<file path="src/rtl/count_ctrl.sv">
// count_ctrl: key debounce and SET/LOAD/RUN/PAUSE/ALARM session control for a BCD counter
module count_ctrl #(
    parameter int DEB_CYCLES   = 500000,
    parameter int FLASH_HALF   = 9000000,
    parameter int ALARM_CYCLES = 54000000
) (
    input  logic        clk,
    input  logic        reset_n,
    input  logic        key_set_n,
    input  logic        key_go_n,
    input  logic        dir_sw,
    input  logic [15:0] cnt_value,
    input  logic [15:0] target,
    output logic        cnt_reset,
    output logic        cnt_load,
    output logic        cnt_ent,
    output logic        cnt_en_bu,
    output logic        cnt_updown,
    output logic        alarm_led,
    output logic [2:0]  state
);
    localparam int DW = $clog2(DEB_CYCLES + 1);
    localparam int FW = $clog2(FLASH_HALF + 1);
    localparam int AW = $clog2(ALARM_CYCLES + 1);
    localparam logic [DW-1:0] DEB_LAST   = DW'(DEB_CYCLES - 1);
    localparam logic [DW-1:0] DEB_HOLD   = DW'(DEB_CYCLES);
    localparam logic [FW-1:0] FLASH_LAST = FW'(FLASH_HALF - 1);
    localparam logic [AW-1:0] ALARM_LAST = AW'(ALARM_CYCLES - 1);
    localparam logic [2:0] S_IDLE  = 3'd0;
    localparam logic [2:0] S_SET   = 3'd1;
    localparam logic [2:0] S_LOAD  = 3'd2;
    localparam logic [2:0] S_RUN   = 3'd3;
    localparam logic [2:0] S_PAUSE = 3'd4;
    localparam logic [2:0] S_ALARM = 3'd5;

    logic [1:0]         r_s1, r_s2, r_press;
    logic [1:0][DW-1:0] r_deb;
    logic [2:0]         r_state, w_next;
    logic               r_match, r_reset, r_load, r_ent, r_en_bu, r_updown, r_led;
    logic               w_set, w_go, w_reset, w_load, w_ent, w_en_bu;
    logic [FW-1:0]      r_flash;
    logic [AW-1:0]      r_age;

    // Synchronise and debounce both keys (bit 0 = SET, bit 1 = GO); the counter parks one past the trigger so a held key fires once
    always_ff @(posedge clk) begin
        if (!reset_n) begin
            r_s1    <= 2'b11;
            r_s2    <= 2'b11;
            r_press <= 2'b00;
            r_deb   <= '0;
        end else begin
            r_s1 <= {key_go_n, key_set_n};
            r_s2 <= r_s1;
            for (int i = 0; i < 2; i++) begin
                r_press[i] <= !r_s2[i] && r_deb[i] == DEB_LAST;
                r_deb[i]   <= r_s2[i] ? '0 : (r_deb[i] == DEB_HOLD ? r_deb[i] : r_deb[i] + 1'b1);
            end
        end
    end

    assign w_set = r_press[0];
    assign w_go  = r_press[1] && !r_press[0];

    // Terminal-count compare, only meaningful while running so a stale value after LOAD never trips it
    always_ff @(posedge clk) begin
        if (!reset_n)
            r_match <= 1'b0;
        else
            r_match <= r_state == S_RUN && (r_updown ? cnt_value == 16'h0000 : cnt_value == target);
    end

    // State register with registered outputs so pulses line up with the state they belong to
    always_ff @(posedge clk) begin
        if (!reset_n) begin
            r_state  <= S_IDLE;
            r_reset  <= 1'b0;
            r_load   <= 1'b0;
            r_ent    <= 1'b0;
            r_en_bu  <= 1'b0;
            r_updown <= 1'b0;
        end else begin
            r_state  <= w_next;
            r_reset  <= w_reset;
            r_load   <= w_load;
            r_ent    <= w_ent;
            r_en_bu  <= w_en_bu;
            r_updown <= w_next == S_LOAD ? dir_sw : r_updown;
        end
    end

    // Next-state decode; SET has priority over GO, and keys over the terminal match
    always_comb begin
        w_next = S_IDLE;
        case (r_state)
            S_IDLE:  w_next = w_set ? S_SET : w_go ? S_LOAD : S_IDLE;
            S_SET:   w_next = w_set ? S_IDLE : w_go ? S_LOAD : S_SET;
            S_LOAD:  w_next = S_RUN;
            S_RUN:   w_next = w_set ? S_IDLE : w_go ? S_PAUSE : r_match ? S_ALARM : S_RUN;
            S_PAUSE: w_next = w_set ? S_IDLE : w_go ? S_RUN : S_PAUSE;
            S_ALARM: w_next = (r_press != 2'b00 || r_age == ALARM_LAST) ? S_IDLE : S_ALARM;
            default: w_next = S_IDLE;
        endcase
    end

    // Output decode from the state being entered; an up-count load clears the counter instead of loading it
    always_comb begin
        w_load  = w_next == S_LOAD && dir_sw;
        w_reset = (w_next == S_LOAD && !dir_sw) ||
                  ((r_state == S_RUN || r_state == S_PAUSE) && w_next == S_IDLE);
        w_ent   = w_next == S_RUN;
        w_en_bu = w_next == S_SET;
    end

    // Alarm flash and timeout timers, armed on entry and cleared whenever ALARM is not next
    always_ff @(posedge clk) begin
        if (!reset_n || w_next != S_ALARM) begin
            r_led   <= 1'b0;
            r_flash <= '0;
            r_age   <= '0;
        end else if (r_state != S_ALARM) begin
            r_led   <= 1'b1;
            r_flash <= '0;
            r_age   <= '0;
        end else begin
            r_age   <= r_age + 1'b1;
            r_flash <= r_flash == FLASH_LAST ? '0 : r_flash + 1'b1;
            r_led   <= r_flash == FLASH_LAST ? !r_led : r_led;
        end
    end

    assign cnt_reset  = r_reset;
    assign cnt_load   = r_load;
    assign cnt_ent    = r_ent;
    assign cnt_en_bu  = r_en_bu;
    assign cnt_updown = r_updown;
    assign alarm_led  = r_led;
    assign state      = r_state;
endmodule

</file>
<file path="config.mk">
export PLATFORM = sky130hd
export DESIGN_NAME = count_ctrl
export DESIGN_NICKNAME = d
export VERILOG_FILES = /design/src/rtl/count_ctrl.sv
export SDC_FILE = /design/constraint.sdc
export NUM_CORES = 1
export LEC_CHECK = 0
export BUFFER_PORTS_ARGS = -buffer_cell sky130_fd_sc_hd__buf_2
export CORE_ASPECT_RATIO = 1.1
export CORE_MARGIN = 10
export CORE_UTILIZATION = 53
export DETAILED_ROUTE_END_ITERATION = 10
export PLACE_DENSITY_LB_ADDON = 0.2
export SLEW_MARGIN = 20
export SYNTH_ARGS = -nofsm -noshare
export SYNTH_HDL_FRONTEND = slang
export SYNTH_SLANG_ARGS = --single-unit
</file>
<file path="constraint.sdc">
create_clock -name clk -period 1.94 [get_ports clk]
set_input_delay 0.194 -clock clk [delete_from_list [all_inputs] [get_ports clk]]
set_output_delay 0.194 -clock clk [all_outputs]
set_load 0.01 [all_outputs]
</file>
==> qor.txt <==
setup TNS: 0 ps
Initial Util: 54.5%
outcome: finished, final reports clean
R2R Setup Slk: 60 ps
clk_skew: 13.7 ps
Highest Clock Rate: 531 MHz
Overflow after GRT: 0
Period minus WS final: 1880 ps
final hold vios: 0
Antenna Diode Count: 0
Clk Latency, worst-skew pair: 360 ps
reg2reg path depth: 8
netlist area before placement: 4830 µm²
endpoints failing setup: 0
Post-Syn Instances: 552
Clock transition at path regs: 100 ps
Cell variety after synth: 47
max cap viols: 0
Worst Hold Path Cells: 2
Synth Area per Inst: 8.76 µm²
die height: 120 µm
Worst Max-Slew Pin Slew: 750 ps
1st-pass router iterations: 5
most common cell after layout, fill and taps aside: nor2_1
wire per inst: 13.6 µm
Yosys warnings: 0
gr usage total: 14.7%
final worst slack: 56.5 ps
Setup CP Type: reg -> reg
Post-synth EDFFs: 0
Critical Path RT: 2230 ps
Worst Hold End: cnt_load
Root Buffer: clkbuf_8
H-tree depth: 3
asr flop ratio synth: 0%
Post-Syn Nets: 595
CTS Buf Count: 9
Total Die Area: 13300 µm²
sequential area share after synthesis: 43.1%
Hold Slack: 138 ps
Crit Reg-Reg Endpoint: r_flash[6]
Area Growth Syn to Fin: 17.2%
routability cong.: 0.817
Antenna Nets Post-Route: 0
Die Wd: 111 µm
VDD IR max: 493 µV
Vias/cell: 5.34
ratio of cells with drive above 1 in the final layout: 18.3%
Yosys reg bits: 104
hpwl dp: 7.27 mm
Pleak: 1.95 nW
largest net degree at the start of global routing: 27
IO Count: 46
Max Slew Vio Count: 0
initial antenna violation count: 0
CTS Sinks: 104
Bufs on Longest Clock Path: 2
CTS tree: built
P per Cell Area: 615 nW/µm²
origin of the critical flop-to-flop path: r_age[0]
number of global-route vias before repair: 3898
DRC: 0
first-pass GRT wire length: 17.1 mm
Core ar.: 8870 µm²
Crit Path Max Fanout: 12
fin crit share: 97.1%
critical path startpoint category: register
Synth Flop Type: dfxtp_1
CP Data Arrival Time: 2170 ps
number of core rows: 36
Detailed Route WL: 10.1 mm
IO buf count: 45
critical path endpoint category: register
Final #Nets: 672
highest-count cells in the layout ignoring fill and taps: nor2_1, dfxtp_1, xor2_1, buf_2, xnor2_1
Place WS: 15.6 ps
DR vias: 3988
worst min-delay path class: in -> reg
DRT iter0 DRCs: 251
Slew HR: 50.0%
Hold Crit Start: dir_sw
[worst max path at each step]
stage	startpoint	end	slack, ps	cells after the start
floorplan	r_age[0]	r_age[20]	130	6
global placement	r_deb[25]	r_deb[20]	150	5
detailed placement	r_deb[25]	r_deb[20]	20	5
CTS	r_deb[25]	r_deb[20]	5	5
global route	r_age[0]	r_flash[22]	-20	8
finish	r_age[0]	r_flash[6]	60	8
[synth_stat cells, drive strengths merged (3+ instances only)]
cell type / number / area share, %
nor2b: 4 / 0.52
ha: 6 / 1.6
nand3b: 3 / 0.47
nor3: 13 / 1.3
nor4b: 6 / 1.1
and4: 6 / 1.1
nand4: 24 / 3.1
xnor2: 39 / 7.1
inv: 17 / 1.3
or3: 7 / 0.91
nor2: 102 / 7.9
clkbuf: 5 / 0.39
nand2: 34 / 2.7
buf: 6 / 1.3
mux2i: 3 / 0.62
o21ai: 5 / 0.52
xor2: 53 / 9.6
dfxtp: 104 / 43
and2: 3 / 0.39
or4b: 4 / 0.83
and3: 15 / 1.9
nand3: 36 / 3.8
nand2b: 9 / 1.2
or3b: 3 / 0.54
a21oi: 10 / 1.0
nor4: 18 / 2.9
[kinds of logic (layout without fill, tap and decap cells)]
| family | count (synthesis) | after routing | synth area share, % |
|---|---|---|---|
| xor gates and xnor gates | 92 | 92 | 16.7 |
| DFF | 104 | 104 | 43.1 |
| buffers and inverters | 28 | 109 | 3.03 |
| adders and majority gates | 6 | 6 | 1.55 |
| and+or+nand+nor | 293 | 293 | 31.7 |
| muxes | 3 | 3 | 0.621 |
| AOI/OAI and AO/OA | 26 | 26 | 3.37 |
[where the power goes]
group          switching, mW  internal, mW
clock                  0.756         0.481
combinational         0.0494        0.0538
sequential           0.00193          2.14
total                  0.808          2.67
[per-stage QoR]
stage	area (µm²)	power, mW	cells	util (%)
after floorplan	4830	2.23	552	-
final	5660	3.48	747	63.8
after global routing	5660	3.61	747	63.8
after detailed placement	5330	2.29	725	60.1
after CTS	5530	3.52	742	62.3
after global placement	5330	2.28	725	60.1
[repair_timing]
| item | in CTS | in global routing |
|---|---|---|
| buffers inserted | 0 | 4 |
| endpoints found under the setup margin | 0 | 54 |
| hold buffers | 2 | 0 |
| gates resized for setup | 0 | 17 |
| hold endpoints to repair | 2 | 0 |
[state kept, by name, indices dropped and copies added (netlist names)]
name,count
r_deb,38
r_age,26
r_flash,24
state,3
r_press,2
r_s1,2
r_s2,2
alarm_led,1
cnt_en_bu,1
cnt_ent,1
cnt_load,1
cnt_reset,1
cnt_updown,1
r_match,1
[metal layers]
layer	track usage (%)	routed length, µm
met4	3.14	92
met1	16.9	4440
met3	3.89	360
met5	0	0
met2	26.6	5240
[cell type report]
class / instances / area [µm²]
Fill cell: 736 / 3210
Multi-Input combinational cell: 420 / 2690
Sequential cell: 104 / 2090
Timing Repair Buffer: 77 / 513
Tap cell: 114 / 143
Clock buffer: 9 / 124
Inverter: 17 / 63.8
Clock inverter: 6 / 50.0
[critical path, cell delays in order, from the launching register on]
cell     delay (ps)
dfxtp_1         330
ha_1            200
nand4_1         180
buf_4           160
nor4_4           40
a21o_2          220
or3_4           410
buf_12          160
nor2_1          110
Power figures use the tool's default switching activity.
